## config.mk

```make
export PLATFORM = sky130hd
export DESIGN_NAME = pattern_match_ctrl
export DESIGN_NICKNAME = d
export VERILOG_FILES = /design/src/rtl/pm_pkg.sv /design/src/rtl/pattern_window.sv /design/src/rtl/pattern_match_ctrl.sv
export SDC_FILE = /design/constraint.sdc
export NUM_CORES = 1
export LEC_CHECK = 0
export ABC_CLOCK_PERIOD_IN_PS = 7250
export CORE_MARGIN = 8
export CORE_UTILIZATION = 40
export DETAILED_ROUTE_END_ITERATION = 8
export MAX_ROUTING_LAYER = met4
export PLACE_DENSITY = 0.57
export SYNTH_ARGS = -nofsm -noshare
export SYNTH_HDL_FRONTEND = slang
export SYNTH_SLANG_ARGS = --single-unit
export TNS_END_PERCENT = 30
```

## constraint.sdc

```tcl
create_clock -name clk -period 7.25 [get_ports clk]
set_input_delay 1.45 -clock clk [delete_from_list [all_inputs] [get_ports clk]]
set_output_delay 1.45 -clock clk [all_outputs]
set_load 0.01 [all_outputs]
```

## src/rtl/pm_pkg.sv

```systemverilog
// Shared definitions for the configurable serial pattern detector:
// run-state encoding, default widths and the pattern-length check.
package pm_pkg;

  localparam int PM_MAX_LEN = 8;
  localparam int PM_LEN_W   = 4;
  localparam int PM_CNT_W   = 8;
  localparam int PM_TMO_W   = 16;

  typedef enum logic [1:0] {
    PM_IDLE = 2'd0,
    PM_RUN  = 2'd1,
    PM_DONE = 2'd2
  } pm_state_e;

  // A run needs at least one pattern bit and no more than the window holds.
  function automatic logic pm_len_ok(input int len, input int max_len);
    return (len >= 1) && (len <= max_len);
  endfunction

endpackage

```

## src/rtl/pattern_window.sv

```systemverilog
// Serial shift window with fill tracking; o_hit reports whether the window
// as it will look after the current shift matches the low i_len pattern bits.
module pattern_window
  import pm_pkg::*;
#(
  parameter int MAX_LEN = PM_MAX_LEN,
  parameter int LEN_W   = PM_LEN_W
) (
  input  logic               i_clk,
  input  logic               i_rst,
  input  logic               i_clear,
  input  logic               i_shift,
  input  logic               i_bit,
  input  logic [MAX_LEN-1:0] i_pattern,
  input  logic [LEN_W-1:0]   i_len,
  output logic               o_hit
);

  logic [MAX_LEN-1:0] r_win;
  logic [LEN_W-1:0]   r_fill;
  logic [MAX_LEN-1:0] w_win_nxt;
  logic [MAX_LEN-1:0] w_mask;
  logic [LEN_W-1:0]   w_fill_nxt;

  // Newest bit enters at bit 0, so the pattern's bit [len-1] lines up with
  // the oldest bit still inside the compare mask.
  always_comb begin
    w_win_nxt  = {r_win[MAX_LEN-2:0], i_bit};
    w_fill_nxt = (r_fill == LEN_W'(MAX_LEN)) ? r_fill : r_fill + LEN_W'(1);
    for (int i = 0; i < MAX_LEN; i++) begin
      w_mask[i] = (LEN_W'(i) < i_len);
    end
    o_hit = (w_fill_nxt >= i_len) && (((w_win_nxt ^ i_pattern) & w_mask) == '0);
  end

  always_ff @(posedge i_clk or posedge i_rst) begin
    if (i_rst) begin
      r_win  <= '0;
      r_fill <= '0;
    end else if (i_clear) begin
      r_win  <= '0;
      r_fill <= '0;
    end else if (i_shift) begin
      r_win  <= w_win_nxt;
      r_fill <= w_fill_nxt;
    end
  end

endmodule

```

## src/rtl/pattern_match_ctrl.sv

```systemverilog
// Run controller for the serial pattern detector: latches the configuration
// on start, counts overlapping matches and ends on target, timeout or abort.
module pattern_match_ctrl
  import pm_pkg::*;
#(
  parameter int MAX_LEN = PM_MAX_LEN,
  parameter int LEN_W   = PM_LEN_W,
  parameter int CNT_W   = PM_CNT_W,
  parameter int TMO_W   = PM_TMO_W
) (
  input  logic               clk,
  input  logic               rst,
  input  logic               start,
  input  logic               abort,
  input  logic [MAX_LEN-1:0] cfg_pattern,
  input  logic [LEN_W-1:0]   cfg_len,
  input  logic [CNT_W-1:0]   cfg_target,
  input  logic [TMO_W-1:0]   cfg_timeout,
  input  logic               seq_in,
  input  logic               seq_valid,
  output logic               busy,
  output logic               det_o,
  output logic               done,
  output logic               timed_out,
  output logic               cfg_err,
  output logic [CNT_W-1:0]   match_cnt,
  output pm_state_e          dbg_state
);

  pm_state_e          r_state;
  pm_state_e          w_state_nxt;
  logic [MAX_LEN-1:0] r_pattern;
  logic [LEN_W-1:0]   r_len;
  logic [CNT_W-1:0]   r_target;
  logic [TMO_W-1:0]   r_timeout;
  logic [TMO_W-1:0]   r_tmo_cnt;

  logic               w_hit;
  logic               w_shift;
  logic               w_accept;
  logic               w_reject;
  logic               w_det;
  logic               w_end_match;
  logic               w_end_tmo;
  logic [CNT_W-1:0]   w_cnt_inc;
  logic [TMO_W-1:0]   w_tmo_nxt;

  assign w_cnt_inc = (match_cnt == '1) ? match_cnt : match_cnt + CNT_W'(1);
  assign w_tmo_nxt = r_tmo_cnt + TMO_W'(1);
  assign w_shift   = (r_state == PM_RUN) && !abort && seq_valid;
  assign dbg_state = r_state;

  pattern_window #(
    .MAX_LEN (MAX_LEN),
    .LEN_W   (LEN_W)
  ) u_window (
    .i_clk     (clk),
    .i_rst     (rst),
    .i_clear   (w_accept),
    .i_shift   (w_shift),
    .i_bit     (seq_in),
    .i_pattern (r_pattern),
    .i_len     (r_len),
    .o_hit     (w_hit)
  );

  // Abort outranks both end conditions; a final match outranks the timeout.
  always_comb begin
    w_state_nxt = r_state;
    w_accept    = 1'b0;
    w_reject    = 1'b0;
    w_det       = 1'b0;
    w_end_match = 1'b0;
    w_end_tmo   = 1'b0;
    case (r_state)
      PM_IDLE: begin
        if (start) begin
          if (pm_len_ok(int'(cfg_len), MAX_LEN)) begin
            w_accept    = 1'b1;
            w_state_nxt = PM_RUN;
          end else begin
            w_reject = 1'b1;
          end
        end
      end
      PM_RUN: begin
        if (abort) begin
          w_state_nxt = PM_IDLE;
        end else begin
          w_det = seq_valid && w_hit;
          if (w_det && (r_target != '0) && (w_cnt_inc == r_target)) begin
            w_end_match = 1'b1;
          end else if ((r_timeout != '0) && (w_tmo_nxt == r_timeout)) begin
            w_end_tmo = 1'b1;
          end
          if (w_end_match || w_end_tmo) begin
            w_state_nxt = PM_DONE;
          end
        end
      end
      PM_DONE: w_state_nxt = PM_IDLE;
      default: w_state_nxt = PM_IDLE;
    endcase
  end

  always_ff @(posedge clk or posedge rst) begin
    if (rst) begin
      r_state <= PM_IDLE;
    end else begin
      r_state <= w_state_nxt;
    end
  end

  always_ff @(posedge clk or posedge rst) begin
    if (rst) begin
      busy      <= 1'b0;
      det_o     <= 1'b0;
      done      <= 1'b0;
      timed_out <= 1'b0;
      cfg_err   <= 1'b0;
      match_cnt <= '0;
      r_pattern <= '0;
      r_len     <= '0;
      r_target  <= '0;
      r_timeout <= '0;
      r_tmo_cnt <= '0;
    end else begin
      busy      <= (w_state_nxt == PM_RUN);
      det_o     <= w_det;
      done      <= w_end_match || w_end_tmo;
      timed_out <= w_end_tmo;
      cfg_err   <= w_reject;
      if (w_accept) begin
        r_pattern <= cfg_pattern;
        r_len     <= cfg_len;
        r_target  <= cfg_target;
        r_timeout <= cfg_timeout;
        r_tmo_cnt <= '0;
        match_cnt <= '0;
      end else begin
        if (r_state == PM_RUN && !abort) begin
          r_tmo_cnt <= w_tmo_nxt;
        end
        if (w_det) begin
          match_cnt <= w_cnt_inc;
        end
      end
    end
  end

endmodule

```

==> results of run 1 <==
[worst max-delay path: stages]
cell	delay, ps
clkdlybuf4s50_1	420
nor3_1	340
xnor2_1	150
and2_2	230
nor2_1	670
o21ai_0	200
o31ai_1	110
[kinds of logic after synthesis]
| logic type | count (synthesis) | share of synthesized area |
|---|---|---|
| and+or+nand+nor | 236 | 0.252 |
| AOI/OAI and AO/OA | 115 | 0.173 |
| DFF | 78 | 0.431 |
| buffers and inverters | 46 | 0.0495 |
| xor gates and xnor gates | 33 | 0.0677 |
| adders and majority gates | 8 | 0.0221 |
| muxes | 2 | 0.00442 |
[area by class of cell]
class	instances	share of cell area
inverter	18	0.0124
timing repair buffer	60	0.108
clock buffer	9	0.0413
sequential	78	0.358
clock inverter	6	0.0158
tap	143	0.0328
multi-input combinational	394	0.432
[metrics by stage]
step / instance area [sq um] / setup slack, ps
floorplan: 4530 / 3800
CTS: 5450 / 3910
global placement: 5140 / 3620
finish: 5450 / 3890
detailed placement: 5140 / 3550
global route: 5450 / 3670
[flip-flops by register name, indices dropped and copies added (netlist names)]
signal,cells
match_cnt,8
r_len,4
r_timeout,16
r_tmo_cnt,16
det_o,1
dbg_state,2
busy,1
r_pattern,8
u_window.r_win,7
r_target,8
done,1
timed_out,1
u_window.r_fill,4
cfg_err,1
[worst min-delay path by stage]
stage                              from             to  slack, ps  cells after the start
after detailed placement   r_pattern[7]   r_pattern[7]        490                      2
after CTS                  r_pattern[7]   r_pattern[7]        510                      2
after global placement    r_tmo_cnt[15]  r_tmo_cnt[15]        490                      1
final                      r_pattern[1]   r_pattern[1]        510                      2
after floorplan             r_target[6]    r_target[6]        460                      2
after global routing        r_target[6]    r_target[6]        530                      2
[placed cells by master (no fill, tap or decap), types with 4 or more instances in the layout]
cell / netlist / layout
nand2_1: 137 / 137
dfrtp_1: 78 / 78
clkdlybuf4s50_1: 0 / 56
o21ai_0: 38 / 38
xnor2_1: 24 / 24
nor2_1: 21 / 21
a21oi_1: 18 / 18
inv_1: 18 / 17
nand3_1: 15 / 15
o31ai_1: 11 / 11
nor4_1: 10 / 10
clkbuf_16: 0 / 9
xor2_1: 8 / 8
nand4_1: 8 / 8
ha_1: 8 / 8
a31oi_1: 7 / 7
and3_1: 7 / 7
or3_1: 6 / 6
nor3_1: 5 / 5
o22ai_1: 4 / 4
or4_1: 4 / 4
buf_4: 2 / 4
[routing by layer]
layer	share of wire	global-route usage	vias up
met5	0	-	-
met4	0.017	0.0632	0
met3	0.034	0.0340	16
met2	0.50	0.279	83
met1	0.45	0.206	1879
li1	-	-	1915
[power by group through the flow]
stage	Sequential [mW]	Combinational [mW]	Clock [mW]
6_report	0.575	0.298	0.482
4_1_cts	0.575	0.302	0.493
3_5_place_dp	0.582	0.299	0
5_1_grt	0.585	0.338	0.511
3_3_place_gp	0.581	0.290	0
2_1_floorplan	0.559	0.223	0
==> flow_summary.ini, run 1 <==
[worst_setup_path]
critPathKind = input pin to flip-flop
setup.worst_path.end = r_tmo_cnt[6]
worstReg2RegStart = u_window.r_fill[0]
worst-path-max-fanout = 14
setup.reg_to_reg.worst_slack_ps = 4570
reg2reg_depth = 12
crit_path_start = cfg_len[2]
critical_path.reg2reg.endpoint = match_cnt[6]
worstPathRequired_ps = 7490
cp.arrival_ps = 3590
type_of_element_capturing_the_critical_path = flip-flop
worstSetupStartpointType = input pin

[place]
place_hpwl_microns = 8190
numPlacedInstances = 693
place_congestion = 0.884
portBuffers = 56

[power]
power.combinational.fraction = 0.220
power.density_nw_per_um2 = 248
report.power.total_mw = 1.35
switching_share = 0.308
seq_power_share = 0.424
power_leakage_nw = 2.38
power_switching_mw = 0.417
worst_ir_drop_vdd_uv = 97.9
clock_power_share = 0.356
cell_internal_pwr_mw = 0.938

[timing]
slew_violations = 0
finalClockSkew_ps = 6.56
setup-violations-final = 0
final.period_utilization = 0.463
tightest_slew_ps = 1010
unrepaired_setup_endpoints_after_global_routing = false
max_clock_freq_mhz = 298
slew_headroom = 0.325
hold_viol_final = 0
finalCriticalPeriod_ps = 3360
totalNegativeSetupSlack_ps = 0
hold-worst-slack_ps = 507

[synth]
synth_async_sr_flop_share = 1.00
synth_edf_count = 0
synth_area_leaders = dfrtp_1 43%, nand2_1 11%, xnor2_1 4.6%, o21ai_0 4.2%, ha_1 2.2%
syn-cell-area_sq_um = 4530
yosysUniqueCellTypes = 62
post-synth-top-count-cell = nand2_1
synth_ff_type = dfrtp_1
synth_warnings = 0
synth_area_per_inst_sq_um = 8.74
synth_largest_type_area_fraction = 0.431
synth-seq-area-share = 0.431
yosys_register_bits = 78
synth_area_leader_cell = dfrtp_1
synthesis.nets = 568
post_synth_most_frequent_cells = 137 x nand2_1, 78 x dfrtp_1, 38 x o21ai_0
post_synth_inst_count = 518

[detailed_routing]
route.detailed.drc = 0
detail_route.wirelength_microns = 11700
avgViaCountPerCell = 5.50
via_count = 3893
wl_per_cell_microns = 16.6
postRouteAntennaNets = 0
drt_first_iter_violations = 251
drt-pass1-iter-count = 4

[floorplan]
initial_utilization = 0.403
die_width_microns = 122
io_pins = 57
rows = 39
design.core.area_sq_um = 11200
die_y_microns = 122
floorplan.die_area_sq_um = 15000

[hold_path]
worstHoldPathType = flip-flop to flip-flop

[cells_and_area]
fillers = 1125
nNetsFinal = 611
share_of_post_route_cells_with_drive_strength_above_1 = 0.0673
finalCoreUtilization = 0.486
sequential_cell_area_sq_um = 1950
area_of_the_multi_input_gates_sq_um = 2350
finish.cell_count_without_fillers = 708
syn_to_layout_area_delta_pct = 20.4
insertedDiodeCount = 0

[clock_network]
worstSkewPairLatency_ps = 340
clock_tree.buffer_depth = 2
post-cts-setup-buffers = 0
cts_made_buffers = 9
clk_transition_reported_paths_ps = 60
h_tree_depth = 3
clockRootBuffer = clkbuf_16
post_cts.resized_instances = 0
clock_sinks = 78
cts_tree = done
cts_hold_buffers = 0

[global_routing]
grt_pass1_wl_microns = 19700
via_count_of_the_first_global_routing_pass = 3985
grt_max_degree = 79
groute.usage.overall = 0.171
grt_antenna_before_repair = 0
globalRoute.totalOverflow = 0

[status]
status = finished clean

[job]
cap_violations = 0
(Power assumes the default switching activity.)
==> inputs of run 2 (changes only) <==
- ABC_CLOCK_PERIOD_IN_PS: 7250 -> 3200
- clock period: 7.25 -> 3.2 ns (I/O delays scaled with it)
==> flow_summary.ini, run 2 (synthesis gave the netlist of run 1 again) <==
[timing]
final.period_utilization = 0.838
setup-violations-final = 0
finalCriticalPeriod_ps = 2680
setup_ws_ps = 519
totalNegativeSetupSlack_ps = 0
unrepaired_setup_endpoints_after_global_routing = false
max_clock_freq_mhz = 373
tightest_slew_ps = 826
finalClockSkew_ps = 7.48
hold_viol_final = 0
slew_violations = 0
slew_headroom = 0.448
hold-worst-slack_ps = 494

[worst_setup_path]
worstSetupStartpointType = flip-flop
cp.arrival_ps = 2900
worstPathRequired_ps = 3420
critical_path.slowest_cell = dfrtp_1
critPathMaxStageDelay_ps = 410
crit_path_frequent_cell = ha_1
critPathKind = flip-flop to flip-flop
type_of_element_capturing_the_critical_path = flip-flop
critical_path.cell_chain = inv_1, ha_1, nand2_1, nor2_1, xnor2_1, ha_1, nand2b_1, a211oi_1, o21bai_1, o211ai_1, nor4_1, o221a_2
worst-path-max-fanout = 7

[cells_and_area]
reg_top3 = r_timeout: 16 flops, r_tmo_cnt: 16 flops
layout_commonest_cell = nand2_1
syn_to_layout_area_delta_pct = 20.2
share_of_post_route_cells_with_drive_strength_above_1 = 0.0704
final_cell_mix = 137 x nand2_1, 78 x dfrtp_1, 56 x clkdlybuf4s50_1, 38 x o21ai_0, 24 x xnor2_1
finish.cell_count_without_fillers = 711
nNetsFinal = 614
insertedDiodeCount = 0
fin_area_sq_um = 5440
finalCoreUtilization = 0.485

[floorplan]
io_pins = 57
die_y_microns = 122
die_width_microns = 122
initial_utilization = 0.403
rows = 39
design.core.area_sq_um = 11200
floorplan.die_area_sq_um = 15000

[clock_network]
post-cts-setup-buffers = 0
clock_sinks = 78
h_tree_depth = 3
clockRootBuffer = clkbuf_16
clock_tree.buffer_depth = 2
cts_made_buffers = 9
post_cts.resized_instances = 0
clk_transition_reported_paths_ps = 60
cts_tree = done
cts_hold_buffers = 0
worstSkewPairLatency_ps = 340

[power]
power.density_nw_per_um2 = 542
report.power.total_mw = 2.95
power_leakage_nw = 2.37
worst_ir_drop_vdd_uv = 234

[detailed_routing]
wl_per_cell_microns = 16.3
route.detailed.drc = 0
avgViaCountPerCell = 5.60
via_count = 3979
drt_first_iter_violations = 260
postRouteAntennaNets = 0
detail_route.wirelength_microns = 11600
drt-pass1-iter-count = 4

[place]
place_congestion = 0.871
place_hpwl_microns = 8180
portBuffers = 56
dp_slack_ps = 349
numPlacedInstances = 696
post_dp_cell_area_sq_um = 5160

[hold_path]
worstHoldPathType = flip-flop to flip-flop

[job]
cap_violations = 0

[global_routing]
globalRoute.totalOverflow = 0
via_count_of_the_first_global_routing_pass = 3920
grt_antenna_before_repair = 0
groute.usage.overall = 0.165
grt_pass1_wl_microns = 19200
grt_max_degree = 57

[status]
status = finished clean
[run 2: cell types whose count changed in the layout (fill, tap and decap cells not counted)]
cell        delta
buf_4          +3
clkbuf_1       +1
clkinvlp_4     +1
bufinv_16      -2
clkinv_2       -1
inv_6          -1
clkbuf_8       +2
[run 2: worst paths after layout]
kind | depth (start not counted) | to | slack, ps | from
max | 12 | match_cnt[6] | 520 | u_window.r_fill[0]
min | 2 | r_pattern[2] | 490 | r_pattern[2]
max reg2reg | 12 | match_cnt[6] | 520 | u_window.r_fill[0]
min reg2reg | 2 | r_pattern[2] | 490 | r_pattern[2]
max in group asynchronous | 3 | match_cnt[4] | 1940 | rst
min in group asynchronous | 3 | r_pattern[7] | 710 | rst
[run 2: routing by layer]
metal	routed length, microns	share of wire	global-route usage	vias to the layer above
met1	5160	0.44	0.198	1963
met5	0	0	-	-
met4	212	0.018	0.0518	0
met2	5910	0.51	0.272	75
met3	332	0.029	0.0373	18
li1	-	-	-	1923
[run 2: cell type report]
type	instances	area [sq um]
Timing Repair Buffer	63	613
Tap cell	143	179
Clock buffer	12	256
Multi-Input combinational cell	394	2350
Sequential cell	78	1950
Inverter	18	67.6
Fill cell	1095	5780
Clock inverter	3	20.0
[run 2: critical path: cells and delay by family, from the launching register on]
family / cells / cell delay [ps]
AOI/OAI and AO/OA: 4 / 1000
buffers and inverters: 1 / 100
xor gates and xnor gates: 1 / 150
DFF: 1 / 410
adders and majority gates: 2 / 390
and+or+nand+nor: 4 / 510
[run 2: report_power, final]
group | switching, mW | internal (mW)
combinational | 0.356 | 0.319
sequential | 0.175 | 1.13
clock | 0.406 | 0.562
total | 0.938 | 2.01
